`src/rtl/gzip_trailer.sv`:
```
// gzip_trailer
// Produces the GZIP member trailer once the deflate payload has ended. The
// trailer is CRC32 followed by ISIZE, both little-endian.
// While idle, the block counts the uncompressed input bytes (ISIZE, modulo 2^32).
// On trailer_start it freezes that count. It then waits for a valid CRC from the
// crc32 block and streams the trailer bytes to the output byte mux.
//
// Ports
//   clk             single clock
//   rst_n           asynchronous active-low reset
//   byte_valid_in   one uncompressed byte accepted this cycle (counted in IDLE)
//   trailer_start   single-cycle pulse: end of member data
//   crc32_in        final CRC from crc32_out
//   crc32_valid_in  crc32_in is valid
//   out_ready       downstream accepts gzip_out this cycle
//   gzip_out        trailer byte
//   gzip_valid_out  gzip_out is valid
//   trailer_done    one-cycle pulse after the last trailer byte transfers
//   busy            high in every state except IDLE
//
// Handshake: a byte transfers on every rising clk edge where gzip_valid_out and
// out_ready are both 1. While gzip_valid_out=1 and out_ready=0, gzip_out holds.
// gzip_valid_out never depends combinationally on out_ready.
module gzip_trailer #(
    parameter bit INCLUDE_ISIZE = 1'b1
) (
    input  logic        clk,
    input  logic        rst_n,
    input  logic        byte_valid_in,
    input  logic        trailer_start,
    input  logic [31:0] crc32_in,
    input  logic        crc32_valid_in,
    input  logic        out_ready,
    output logic [7:0]  gzip_out,
    output logic        gzip_valid_out,
    output logic        trailer_done,
    output logic        busy
);

    typedef enum logic [1:0] {
        IDLE     = 2'd0,
        WAIT_CRC = 2'd1,
        SEND     = 2'd2,
        DONE     = 2'd3
    } state_t;

    localparam logic [2:0] LAST_IDX = INCLUDE_ISIZE ? 3'd7 : 3'd3;

    state_t      state_q, state_d;
    logic [31:0] isize_cnt_q, isize_cnt_d;
    logic [31:0] isize_q, isize_d;
    logic [31:0] crc_q, crc_d;
    logic [2:0]  idx_q, idx_d;

    logic [7:0]  gzip_out_d;
    logic        gzip_valid_d;
    logic        trailer_done_d;
    logic        busy_d;

    logic        xfer;
    logic [63:0] trailer_word;

    // gzip_valid_out is high exactly while the FSM is in SEND.
    assign xfer = gzip_valid_out && out_ready;

    // State and datapath registers. The output registers are loaded here as well.
    always_ff @(posedge clk or negedge rst_n) begin
        if (!rst_n) begin
            state_q        <= IDLE;
            isize_cnt_q    <= 32'd0;
            isize_q        <= 32'd0;
            crc_q          <= 32'd0;
            idx_q          <= 3'd0;
            gzip_out       <= 8'h00;
            gzip_valid_out <= 1'b0;
            trailer_done   <= 1'b0;
            busy           <= 1'b0;
        end else begin
            state_q        <= state_d;
            isize_cnt_q    <= isize_cnt_d;
            isize_q        <= isize_d;
            crc_q          <= crc_d;
            idx_q          <= idx_d;
            gzip_out       <= gzip_out_d;
            gzip_valid_out <= gzip_valid_d;
            trailer_done   <= trailer_done_d;
            busy           <= busy_d;
        end
    end

    // Next-state and datapath update
    always_comb begin
        state_d     = state_q;
        isize_cnt_d = isize_cnt_q;
        isize_d     = isize_q;
        crc_d       = crc_q;
        idx_d       = idx_q;
        case (state_q)
            IDLE: begin
                if (byte_valid_in) begin
                    isize_cnt_d = isize_cnt_q + 32'd1;
                end
                if (trailer_start) begin
                    // A byte that arrives together with trailer_start belongs to the member.
                    isize_d = isize_cnt_q + {31'd0, byte_valid_in};
                    state_d = WAIT_CRC;
                end
            end
            WAIT_CRC: begin
                if (crc32_valid_in) begin
                    crc_d   = crc32_in;
                    idx_d   = 3'd0;
                    state_d = SEND;
                end
            end
            SEND: begin
                if (xfer) begin
                    if (idx_q == LAST_IDX) begin
                        state_d = DONE;
                    end else begin
                        idx_d = idx_q + 3'd1;
                    end
                end
            end
            DONE: begin
                isize_cnt_d = 32'd0;
                state_d     = IDLE;
            end
            default: begin
                state_d = IDLE;
            end
        endcase
    end

    // Output decode. The outputs are computed from the next-state values, so each
    // registered output is aligned with the state it describes.
    assign trailer_word = {isize_d, crc_d};

    always_comb begin
        gzip_out_d     = 8'h00;
        gzip_valid_d   = 1'b0;
        trailer_done_d = 1'b0;
        busy_d         = (state_d != IDLE);
        if (state_d == SEND) begin
            gzip_valid_d = 1'b1;
            gzip_out_d   = trailer_word[{idx_d, 3'b000} +: 8];
        end
        if (state_d == DONE) begin
            trailer_done_d = 1'b1;
        end
    end

endmodule

```
`config.mk`:
```
export PLATFORM = sky130hd
export DESIGN_NAME = gzip_trailer
export DESIGN_NICKNAME = d
export VERILOG_FILES = /design/src/rtl/gzip_trailer.sv
export SDC_FILE = /design/constraint.sdc
export NUM_CORES = 1
export LEC_CHECK = 0
export CAP_MARGIN = 20
export CORE_ASPECT_RATIO = 0.5
export CORE_MARGIN = 5
export CORE_UTILIZATION = 35
export CTS_CLUSTER_DIAMETER = 100
export DETAILED_ROUTE_END_ITERATION = 10
export HOLD_SLACK_MARGIN = 0.12
export PLACE_DENSITY = 0.58
export SKIP_LAST_GASP = 1
export SYNTH_ARGS = -nofsm -noshare
export SYNTH_HDL_FRONTEND = slang
export SYNTH_SLANG_ARGS = --single-unit
```
`constraint.sdc`:
```
create_clock -name clk -period 2.5 [get_ports clk]
set_input_delay 0.375 -clock clk [delete_from_list [all_inputs] [get_ports clk]]
set_output_delay 0.375 -clock clk [all_outputs]
set_load 0.01 [all_outputs]
```
==> impl_metrics.json <==
{
  "outcome": "complete, but fails checks",
  "violations": "setup timing",
  "setup_ws_ns": -0.0378,
  "p_comb_frac": 0.429,
  "worst_path_max_delay_cell": "or4_4",
  "fp.dieH_um": 103,
  "critical_path_class": "reg -> reg",
  "antenna_found_initial": 0,
  "drt_iter0_drc": 257,
  "worstMarginPinSlew_ns": 0.536,
  "max_stage_delay_ns": 0.61,
  "syn_area_um2": 6110,
  "syn-mean-instance-area_um2": 9.89,
  "routabilityCongestion": 0.858,
  "h-tree-depth": 3,
  "startpoint_type": "flop",
  "cts_buffers": 9,
  "reg2reg_depth": 8,
  "r2r-start": "isize_cnt_q[0]",
  "grt_use_total": 0.169,
  "drc": 0,
  "wl_mm": 17.0,
  "core_um2": 17300,
  "port_buffers": 48,
  "cap_violations": 0,
  "finalCritPeriodShare": 1.02,
  "start_util": 0.354,
  "cts_sinks": 112,
  "dp_cells": 955,
  "areaGrowthSynthToFinish_pct": 30.0,
  "synthCells": 618,
  "synthDistinctLibCells": 70,
  "avgViaCountPerCell": 5.26,
  "hp-class": "in -> async",
  "dp_hpwl_mm": 12.7,
  "power.leakage_nw": 3.39,
  "async_reset_ff_frac": 1.00,
  "critPathLaunch": "isize_cnt_q[0]",
  "crit_chain": "ha_2, nand4_2, or4_4, buf_6, nor3_1, xnor2_1, o2111ai_1, nor4bb_2",
  "slew_violations": 0,
  "cts_tree": "yes",
  "die_x_um": 197,
  "seqPwrFrac": 0.362,
  "num_rows": 34,
  "clock_latency_ns": 0.36,
  "synth_flop_cell": "dfrtp_1",
  "grt_max_degree": 77,
  "r2r_setup_slack_ns": -0.04,
  "min_period_ns": 2.54,
  "ys_ff_latch": 112,
  "synth_nets": 665,
  "fin_hold_ws_ns": 0.340,
  "p_switching_w": 0.00249,
  "io_pins": 49,
  "max_freq_mhz": 394,
  "cp.required_ns": 2.75,
  "powerDensity_nw_per_um2": 886,
  "ir_drop_mv": 0.382,
  "clk_pin_slew_ns": 0.09,
  "skew_ns": 0.0135,
  "grt-ovfl-total": 0,
  "yosysWarnings": 0,
  "dieArea_um2": 20400,
  "slew_headroom": 0.640,
  "switching_share": 0.354,
  "power.internal_w": 0.00455,
  "clkPwrFrac": 0.209,
  "final_hold_viol_count": 0,
  "reg2reg_to": "gzip_out[2]",
  "fin_cells": 976,
  "setup_viol": 1,
  "synth_edf_count": 0,
  "diodes": 0,
  "dr.pass1.iters": 5,
  "clockBufferDepth": 2,
  "setup.worst_path.end_class": "flop",
  "cts-root-buf": "clkbuf_16",
  "worstPathArrival_ns": 2.78,
  "drive_gt1_frac": 0.272,
  "rsz0062_at_grt": "yes",
  "ant_nets": 0,
  "wl_per_cell_um": 17.4,
  "grt_pass1_wl_mm": 27.3,
  "grt_pass1_vias": 4997,
  "yosysSeqAreaShare": 0.459,
  "via_count": 5132,
  "layout.nets": 784,
  "crit_path_max_fanout": 6
}
## how the worst max path moves through the flow
stage,slack [ns],depth (start not counted),endpoint
2_1_floorplan,-0.0006,11,gzip_out[6]
3_3_place_gp,-0.48,8,gzip_out[0]
3_5_place_dp,-0.53,8,gzip_out[0]
4_1_cts,0.0007,9,gzip_out[7]
5_1_grt,-0.09,8,gzip_out[2]
6_report,-0.04,8,gzip_out[2]
## state kept, by name, summed over array words and instances (netlist names)
name	flops
state_q	2
isize_q	32
gzip_valid_out	1
trailer_done	1
idx_q	3
crc_q	32
busy	1
gzip_out	8
isize_cnt_q	32
## cells in the final DEF, fill, tap and decap left out, drive strengths merged, types with 3 or more instances in the layout
master and count:
o32ai 3, a211oi 7, mux2i 19, xor2 17
a21boi 3, nor2 65, a31oi 14, ha 9
and3 4, a32o 3, nand4 16, inv 22
nand2 54, nand2b 6, nor4 11, clkdlybuf4s50 46
or2 4, o31ai 8, nand3 13, buf 102
nand4b 6, nor3 14, dfrtp 112, a21oi 10
o21ai 26, o211ai 10, xnor2 23, a211o 3
or3 13, mux2 34, and2 9, or4 9
clkbuf 9
## cell type report
cell class	count	area, µm²
fillers	1645	9330
multi-input cells	446	3190
flip-flops and latches	112	2810
repair buffers	150	1290
well taps	234	293
clock buffers	9	225
clock inverters	7	72.6
inverters	18	67.6
## worst max-delay path: cells and delay by family (launching register included)
kind	cells	cell delay, ns
xor gates and xnor gates	1	0.11
and+or+nand+nor	4	1.31
adders and majority gates	1	0.21
buffers and inverters	1	0.17
AOI/OAI and AO/OA	1	0.20
DFF	1	0.42
## synth_stat cells (12+ instances only)
| cell | count | area, µm² |
|---|---|---|
| xnor2_1 | 23 | 201 |
| mux2_2 | 34 | 383 |
| a31oi_1 | 13 | 81.3 |
| dfrtp_1 | 112 | 2800 |
| nor3_1 | 14 | 70.1 |
| xor2_1 | 17 | 149 |
| nor2_1 | 65 | 244 |
| nand3_1 | 12 | 60.1 |
| inv_1 | 17 | 63.8 |
| nand4_1 | 13 | 81.3 |
| or3_1 | 12 | 75.1 |
| o21ai_0 | 25 | 125 |
| clkbuf_1 | 22 | 82.6 |
| nand2_1 | 54 | 203 |
| mux2i_1 | 19 | 190 |
## power by group through the flow
stage | clock [W] | combinational (W) | sequential [W]
global placement | 0 | 0.00283 | 0.00256
CTS | 0.00150 | 0.00288 | 0.00254
detailed placement | 0 | 0.00287 | 0.00257
floorplan | 0 | 0.00173 | 0.00253
global route | 0.00156 | 0.00330 | 0.00260
finish | 0.00147 | 0.00302 | 0.00255
## kinds of logic after synthesis
| family | after synthesis | share of synthesized area |
|---|---|---|
| flops | 112 | 0.459 |
| fa+ha+maj | 9 | 0.0184 |
| buf+inv | 60 | 0.0440 |
| compound gates | 109 | 0.125 |
| xor+xnor | 40 | 0.0573 |
| mux | 53 | 0.0938 |
| simple gates | 235 | 0.203 |
## metrics by stage
step	total power, W	util	setup TNS (ns)	setup slack, ns	instance area, µm²
after global routing	0.00747	0.460	-0.188	-0.0909	7940
after CTS	0.00692	0.450	0	0.000719	7770
after global placement	0.00539	0.432	-5.05	-0.479	7470
final	0.00704	0.460	-0.0378	-0.0378	7940
after detailed placement	0.00544	0.432	-5.91	-0.526	7470
after floorplan	0.00425	-	-0.000600	-0.000600	6130
## routing by layer
layer,wire length [µm],GRT usage,vias to the layer above
met5,0,0,-
met4,281,0.0479,0
met3,983,0.0317,23
met2,7300,0.253,138
met1,8440,0.251,2506
li1,-,-,2465
## timing repair
item / in CTS / in global routing
hold buffers: 1 / 0
gates resized for setup: 1 / 42
endpoints found under the hold margin: 30 / 0
setup endpoints to repair: 8 / 17
pin swaps: 1 / 14
setup buffers: 0 / 4
(Power assumes the default switching activity.)
